<file path="src/rtl/piso_serializer.sv">
// Purpose: parallel-in serial-out transmitter; one word in over valid/ready, one bit out per shift_en strobe, frame marker on bit 0.
// Latency: first bit on sout 1 cycle after the load handshake; back-to-back words stream with no idle gap.
// Backpressure: load_ready only in IDLE or while the last bit is being consumed; shift_en=0 freezes every bit-path register.
module piso_serializer #(
   parameter int WIDTH     = 8,
   parameter bit MSB_FIRST = 1'b1
) (
   input  logic             clk,
   input  logic             rst_n,
   input  logic             load_valid,
   input  logic [WIDTH-1:0] load_data,
   output logic             load_ready,
   input  logic             shift_en,
   output logic             sout,
   output logic             sout_valid,
   output logic             frame_start,
   output logic             busy
);

   localparam int CNT_W = $clog2(WIDTH);
   localparam logic [CNT_W-1:0] CNT_LAST = CNT_W'(WIDTH - 1);

   typedef enum logic {
      ST_IDLE  = 1'b0,
      ST_SHIFT = 1'b1
   } state_t;

   state_t           state_q,       state_d;
   logic [WIDTH-1:0] shreg_q,       shreg_d;
   logic [CNT_W-1:0] cnt_q,         cnt_d;
   logic             sout_q,        sout_d;
   logic             sout_valid_q,  sout_valid_d;
   logic             frame_start_q, frame_start_d;

   logic             handshake;
   logic             last_bit;
   logic [WIDTH-1:0] shreg_adv;

   // Bit that goes on the wire first for a given word, in the configured order.
   function automatic logic lead_bit(input logic [WIDTH-1:0] w);
      if (MSB_FIRST) begin
         return w[WIDTH-1];
      end
      return w[0];
   endfunction

   // Drop the bit just sent so the next one moves into the lead position.
   function automatic logic [WIDTH-1:0] advance(input logic [WIDTH-1:0] w);
      if (MSB_FIRST) begin
         return w << 1;
      end
      return w >> 1;
   endfunction

   // Ready in IDLE, or when the last bit is consumed this edge so the next word follows without a gap.
   always_comb begin
      last_bit   = (cnt_q == CNT_LAST);
      load_ready = (state_q == ST_IDLE) ||
                   ((state_q == ST_SHIFT) && last_bit && shift_en);
      handshake  = load_valid && load_ready;
      busy       = (state_q == ST_SHIFT);
      shreg_adv  = advance(shreg_q);
   end

   // Next-state and bit-path update; everything holds unless a handshake or an enabled shift occurs.
   always_comb begin
      state_d       = state_q;
      shreg_d       = shreg_q;
      cnt_d         = cnt_q;
      sout_d        = sout_q;
      sout_valid_d  = sout_valid_q;
      frame_start_d = frame_start_q;

      unique case (state_q)
         ST_IDLE: begin
            // shift_en has no meaning until a word is in flight
            if (handshake) begin
               state_d       = ST_SHIFT;
               shreg_d       = load_data;
               cnt_d         = '0;
               sout_d        = lead_bit(load_data);
               sout_valid_d  = 1'b1;
               frame_start_d = 1'b1;
            end
         end

         ST_SHIFT: begin
            if (shift_en) begin
               if (!last_bit) begin
                  shreg_d       = shreg_adv;
                  cnt_d         = cnt_q + 1'b1;
                  sout_d        = lead_bit(shreg_adv);
                  sout_valid_d  = 1'b1;
                  frame_start_d = 1'b0;
               end else if (handshake) begin
                  // next word's first bit replaces the last bit directly
                  shreg_d       = load_data;
                  cnt_d         = '0;
                  sout_d        = lead_bit(load_data);
                  sout_valid_d  = 1'b1;
                  frame_start_d = 1'b1;
               end else begin
                  state_d       = ST_IDLE;
                  shreg_d       = '0;
                  cnt_d         = '0;
                  sout_d        = 1'b0;
                  sout_valid_d  = 1'b0;
                  frame_start_d = 1'b0;
               end
            end
         end

         default: begin
            state_d = ST_IDLE;
         end
      endcase
   end

   // State and bit-path registers; reset abandons any word in flight.
   always_ff @(posedge clk or negedge rst_n) begin
      if (!rst_n) begin
         state_q       <= ST_IDLE;
         shreg_q       <= '0;
         cnt_q         <= '0;
         sout_q        <= 1'b0;
         sout_valid_q  <= 1'b0;
         frame_start_q <= 1'b0;
      end else begin
         state_q       <= state_d;
         shreg_q       <= shreg_d;
         cnt_q         <= cnt_d;
         sout_q        <= sout_d;
         sout_valid_q  <= sout_valid_d;
         frame_start_q <= frame_start_d;
      end
   end

   assign sout        = sout_q;
   assign sout_valid  = sout_valid_q;
   assign frame_start = frame_start_q;

endmodule

</file>
<file path="config.mk">
export PLATFORM = sky130hd
export DESIGN_NAME = piso_serializer
export DESIGN_NICKNAME = d
export VERILOG_FILES = /design/src/rtl/piso_serializer.sv
export SDC_FILE = /design/constraint.sdc
export NUM_CORES = 1
export LEC_CHECK = 0
export CAP_MARGIN = 40
export CELL_PAD_IN_SITES_DETAIL_PLACEMENT = 0
export CELL_PAD_IN_SITES_GLOBAL_PLACEMENT = 1
export CORE_UTILIZATION = 38
export CTS_BUF_LIST = sky130_fd_sc_hd__clkbuf_4 sky130_fd_sc_hd__clkbuf_8
export DETAILED_ROUTE_END_ITERATION = 8
export PLACE_DENSITY_LB_ADDON = 0.08
export SLEW_MARGIN = 20
export SYNTH_ARGS = -nofsm -noshare
export SYNTH_HDL_FRONTEND = slang
export SYNTH_SLANG_ARGS = --single-unit
</file>
<file path="constraint.sdc">
create_clock -name clk -period 2.1 [get_ports clk]
set_input_delay 0.42 -clock clk [delete_from_list [all_inputs] [get_ports clk]]
set_output_delay 0.42 -clock clk [all_outputs]
set_load 0.03 [all_outputs]
</file>
## Word level (Yosys, flattened, before mapping)

Index checks and enable logic that the tools add are counted.

- Logic and storage cells: 50
- Output and inout port bits: 5
- Input bits: 12
- Register bits after elaboration: 14

- Reduce and logical (&&, ||, !) cells: 5
- $add $sub $neg: 1
- Bitwise logic cells: 1
- Mux-type cells: 34
- Eq/ne operators: 3

Operator list:

| cell | number |
|---|---|
| 7-bit 2-to-1 mux | 4 |
| 1-bit 2-to-1 mux | 21 |
| 7-bit one-hot mux with 2 select lines | 1 |
| 3-bit 2-to-1 mux | 3 |
| 1-bit one-hot mux with 2 select lines | 4 |
| 3-bit one-hot mux with 2 select lines | 1 |
| 2-bit != test (second input constant) | 2 |
| 3-bit by 1-bit adder with 3-bit output (second input constant) | 1 |
| 3-bit equality test (second input constant) | 1 |
| 1-bit logical AND | 3 |
| 2-bit AND reduction | 1 |
| 1-bit logical OR | 1 |
| 1-bit NOT | 1 |

## Logic depth before layout (Yosys ltp)

- Depth in word-level cells: 14
- Mapped depth: 5
- Mapped depth without buffers: 5

## Least setup slack after synthesis

OpenSTA, ideal clock, no wires.

- Path kind: reg2reg
- Start point: register state_q (netlist: busy)
- End point: register shreg_q[1]
- Data arrival time: 1411 ps
- Cell stages (with the launch flop): 5
- Clock period less this slack: 1537 ps
- Setup time: 126 ps
- Buffers on the path: 1
- Path slack: 563 ps
- Required time: 1974 ps
- Cell sequence: dfrtp_1 buf_6 mux2_4 and3_1 a221o_1

- Word-level cells in the longest chain between the ends: 8
- Elaborated cells on any way between the ends: 12
- Those cells by class: eq/ne: 2; mux: 4; bitwise: 1; reduce/logical: 5

RTL lines:

| what | line | RTL |
|---|---|---|
| from (decl) | 28 | `state_t state_q, state_d;` |
| from (signal assigned) | 129 | `state_q <= state_d;` |
| 1-bit logical AND (2 in a row) | 59 | `((state_q == ST_SHIFT) && last_bit && shift_en);` |
| 1-bit logical OR | 58 | `load_ready = (state_q == ST_IDLE) \|\|` |
| 1-bit logical AND | 60 | `handshake = load_valid && load_ready;` |
| 7-bit 2-to-1 mux | 95 | `end else if (handshake) begin` |
| 7-bit 2-to-1 mux | 89 | `if (!last_bit) begin` |
| 7-bit 2-to-1 mux | 88 | `if (shift_en) begin` |
| 7-bit one-hot mux with 2 select lines | 74 | `unique case (state_q)` |
| to (signal assigned) | 130 | `shreg_q <= shreg_d;` |
| to (decl) | 29 | `logic [WIDTH-1:0] shreg_q, shreg_d;` |

Several ways; a longest one is shown, not always the timed one. The select of a mux whose other input is x is not followed.
A chain may end at the register's enable or synchronous reset.

## Worst setup path after layout

- Start point: register cnt_q[0]
- End point: output load_ready

- Word-level cells in the longest chain between the ends: 4

RTL lines:

| what | line | RTL |
|---|---|---|
| from (decl) | 30 | `logic [CNT_W-1:0] cnt_q, cnt_d;` |
| from (signal assigned) | 131 | `cnt_q <= cnt_d;` |
| 3-bit equality test | 57 | `last_bit = (cnt_q == CNT_LAST);` |
| 1-bit logical AND (2 in a row) | 59 |  |
| 1-bit logical OR | 58 |  |
| to (decl) | 12 | `output logic load_ready,` |

No other way between the ends.

==> run summary <==
==================================================================================================
Via count of the first global-routing pass                                                     462
Number of I/O port buffers                                                                      16
Kind of end point of the critical path                                                primary output
WHS Path Cells                                                                                   1
Total of hold buffers inserted after clock tree synthesis                                        0
Count of instances resized after the clock tree is built                                         0
R2R cell count                                                                                   5
Count of final setup violators                                                                   0
Initial DRC Count                                                                               15
DRC                                                                                              4
Per-cell routed wire length                                                                14.3 µm
Result of the run                                                                     finished, violations left
Failing checks                                                                                 DRC
Capture endpoint of the worst hold path                                                frame_start
Async S/R FF share, synth                                                                     100%
RD Place Congestion                                                                          0.664
Total cell area at the placement stage                                                     823 µm²
Setup Total Neg Slack                                                                         0 ps
Maximum root-to-sink buffer count                                                                2
Setup bufs post-CTS                                                                              0
Beginning of the worst hold path                                                       frame_start
Worst slack on hold paths                                                                   479 ps
Largest vdd supply drop                                                                   0.623 mV
Number of buffers added by the clock tree synthesis step                                         3
Lkg Pwr                                                                                   0.429 nW
Net count, final                                                                                86
Worst slew slack as a fraction of its limit                                                  51.3%
Largest stage delay, worst path                                                             410 ps
P&R area growth vs syn                                                                       32.4%
Netlist cell types                                                                              16
Critical register-to-register path startpoint                                             cnt_q[0]
Cell family contributing the most delay on the critical path                           adder cells
RSZ-0062 raised after global routing                                                         false
Die boundary width                                                                         43.3 µm
CP max stage cell                                                                          dfrtp_1
Number of flops mapped to enable cells by yosys                                                  0
Starting Density                                                                             41.7%
Row cnt                                                                                         14
Critical path buffer and inverter count                                                          1
Number of inserted diodes                                                                        0
Length of the first detailed-routing pass in iterations                                          6
WS Path Type                                                                          flop to primary output
Share of Yosys cell area claimed by the top area cell type                                   53.9%
Syn_area_per_cell                                                                         12.7 µm²
Core region area                                                                          1560 µm²
Post-route core utilization                                                                  55.1%
Netlist Area Pre-Place                                                                     649 µm²
Final period util                                                                            91.0%
Portion of the post-synthesis area used by sequential elements                               53.9%
Setup skew after layout                                                                    3.66 ps
Wire length reported by the detailed router                                                1250 µm
Critical R2R Capture                                                                    shreg_q[6]
CTS HTree Levels                                                                                 1
Crit path arrival time                                                                     1490 ps
Cell-by-cell listing of the critical path                                             ha_1, ha_1, nand2_1, nand2_1, buf_4
Fraction of final layout cells sized beyond drive strength 1                                 15.5%
Global-route wire length before repair                                                     2140 µm
Ranking of synthesized cells by area                                                  dfrtp_1 54%, a221o_1 11%, and3_1 6.7%
Vias after detailed routing                                                                    480
Stages on the worst setup path                                                                   5
Pins Over Slew Limit                                                                             0
# Max-Cap Violations                                                                             0
GRT Resource Usage Total                                                                     16.0%
Worst hold path type                                                                  flop to flop
Count leader, synth                                                                        dfrtp_1
Antenna violations before repair                                                                 0
Min Clock Period, post-route                                                               1910 ps
Count of state elements after synthesis                                                         14
Design area                                                                                860 µm²
Warning count from the yosys run                                                                 0
Cell count after synthesis                                                                      51
Main synth FF type                                                                         dfrtp_1
Top cell type by total area after synthesis                                                dfrtp_1
Startpoint types                                                                              flop
Total grt overflow                                                                               0
Antenna Nets Post-Route                                                                          0
Largest fanout on the critical path                                                              4
Most numerous cell types in the synthesized netlist                                   14 x dfrtp_1, 7 x a221o_1, 7 x and3_1
Critical Path RT                                                                           1680 ps
Total half-perimeter wirelength after legalization and detailed placement                   861 µm
Clock insertion delay at the later pin of the skew report                                   280 ps
I/O pins                                                                                        17
Clk Tree Root Cell                                                                        clkbuf_4
Largest net degree at the start of global routing                                               15
Power per cell area                                                                    1170 nW/µm²
Syn_nets                                                                                        65
Die Height                                                                                 43.3 µm
Vias per inst                                                                                 5.52
Total count of hold-check failures in the final report                                           0
Max Clk Rate                                                                               523 MHz
Clock tree from TritonCTS                                                                      yes
Sink Count                                                                                      14
Actual transition at the worst max-transition pin                                           710 ps
Clock transition time at the flip-flop clock pins of the worst setup and hold paths          80 ps
R2R Setup Slk                                                                               510 ps
Die area                                                                                  1880 µm²
==================================================================================================
-- area by class of cell --
type | count | area, µm²
Fill cell | 130 | 699
Sequential cell | 14 | 350
Multi-Input combinational cell | 35 | 284
Timing Repair Buffer | 17 | 165
Clock buffer | 4 | 36.3
Tap cell | 16 | 20.0
Inverter | 1 | 3.75
-- power by group --
part	switching, mW	total [mW]	internal [mW]	leakage, nW
Clock	0.0888	0.194	0.106	0.0210
Sequential	0.0562	0.421	0.365	0.175
Combinational	0.179	0.391	0.213	0.233
Total	0.324	1.01	0.683	0.429
-- stage by stage --
stage          power [mW]  std cells  worst slack [ps]
2_1_floorplan       0.697         51               563
4_1_cts              1.02         87               170
5_1_grt              1.09         87              83.3
3_3_place_gp        0.814         83               234
3_5_place_dp        0.820         83               223
6_report             1.01         87               189
-- placed cells by master, fill, tap and decap left out, drive strengths merged --
cell type and count:
inv 1, clkbuf 4, mux2i 1, and3 7, nor2 3, mux2 4, clkdlybuf4s50 15, ha 2
a31oi 1, buf 2, a221o 7, a21oi 1, nor2b 1, dfrtp 14, a22o 4, nand2 3
a21o 1
-- worst max path at each step --
stage               startpoint         end  slack (ps)
detailed placement    shift_en  shreg_q[6]         220
global placement      shift_en  shreg_q[6]         230
floorplan                 busy  shreg_q[1]         560
CTS                   cnt_q[0]  load_ready         170
global route          cnt_q[0]  load_ready          80
finish                cnt_q[0]  load_ready         190
-- layer usage --
metal  global-route usage (%)  wire length, µm
met4                     7.50               14
met5                        0                0
met3                     7.92               93
met2                     21.2              527
met1                     21.9              613
-- state kept, by name (all words and copies together), names as in the netlist --
signal       count
busy             1
cnt_q            3
frame_start      1
shreg_q          7
sout             1
sout_valid       1
-- cell families after synthesis --
group | after synthesis | share of synthesized area, %
DFF | 14 | 54.0
adders and majority gates | 2 | 3.85
and+or+nand+nor | 14 | 11.2
muxes | 5 | 9.05
buffers and inverters | 2 | 2.31
AOI/OAI and AO/OA | 14 | 19.7
Note: power is estimated with default switching activity, not from simulation.
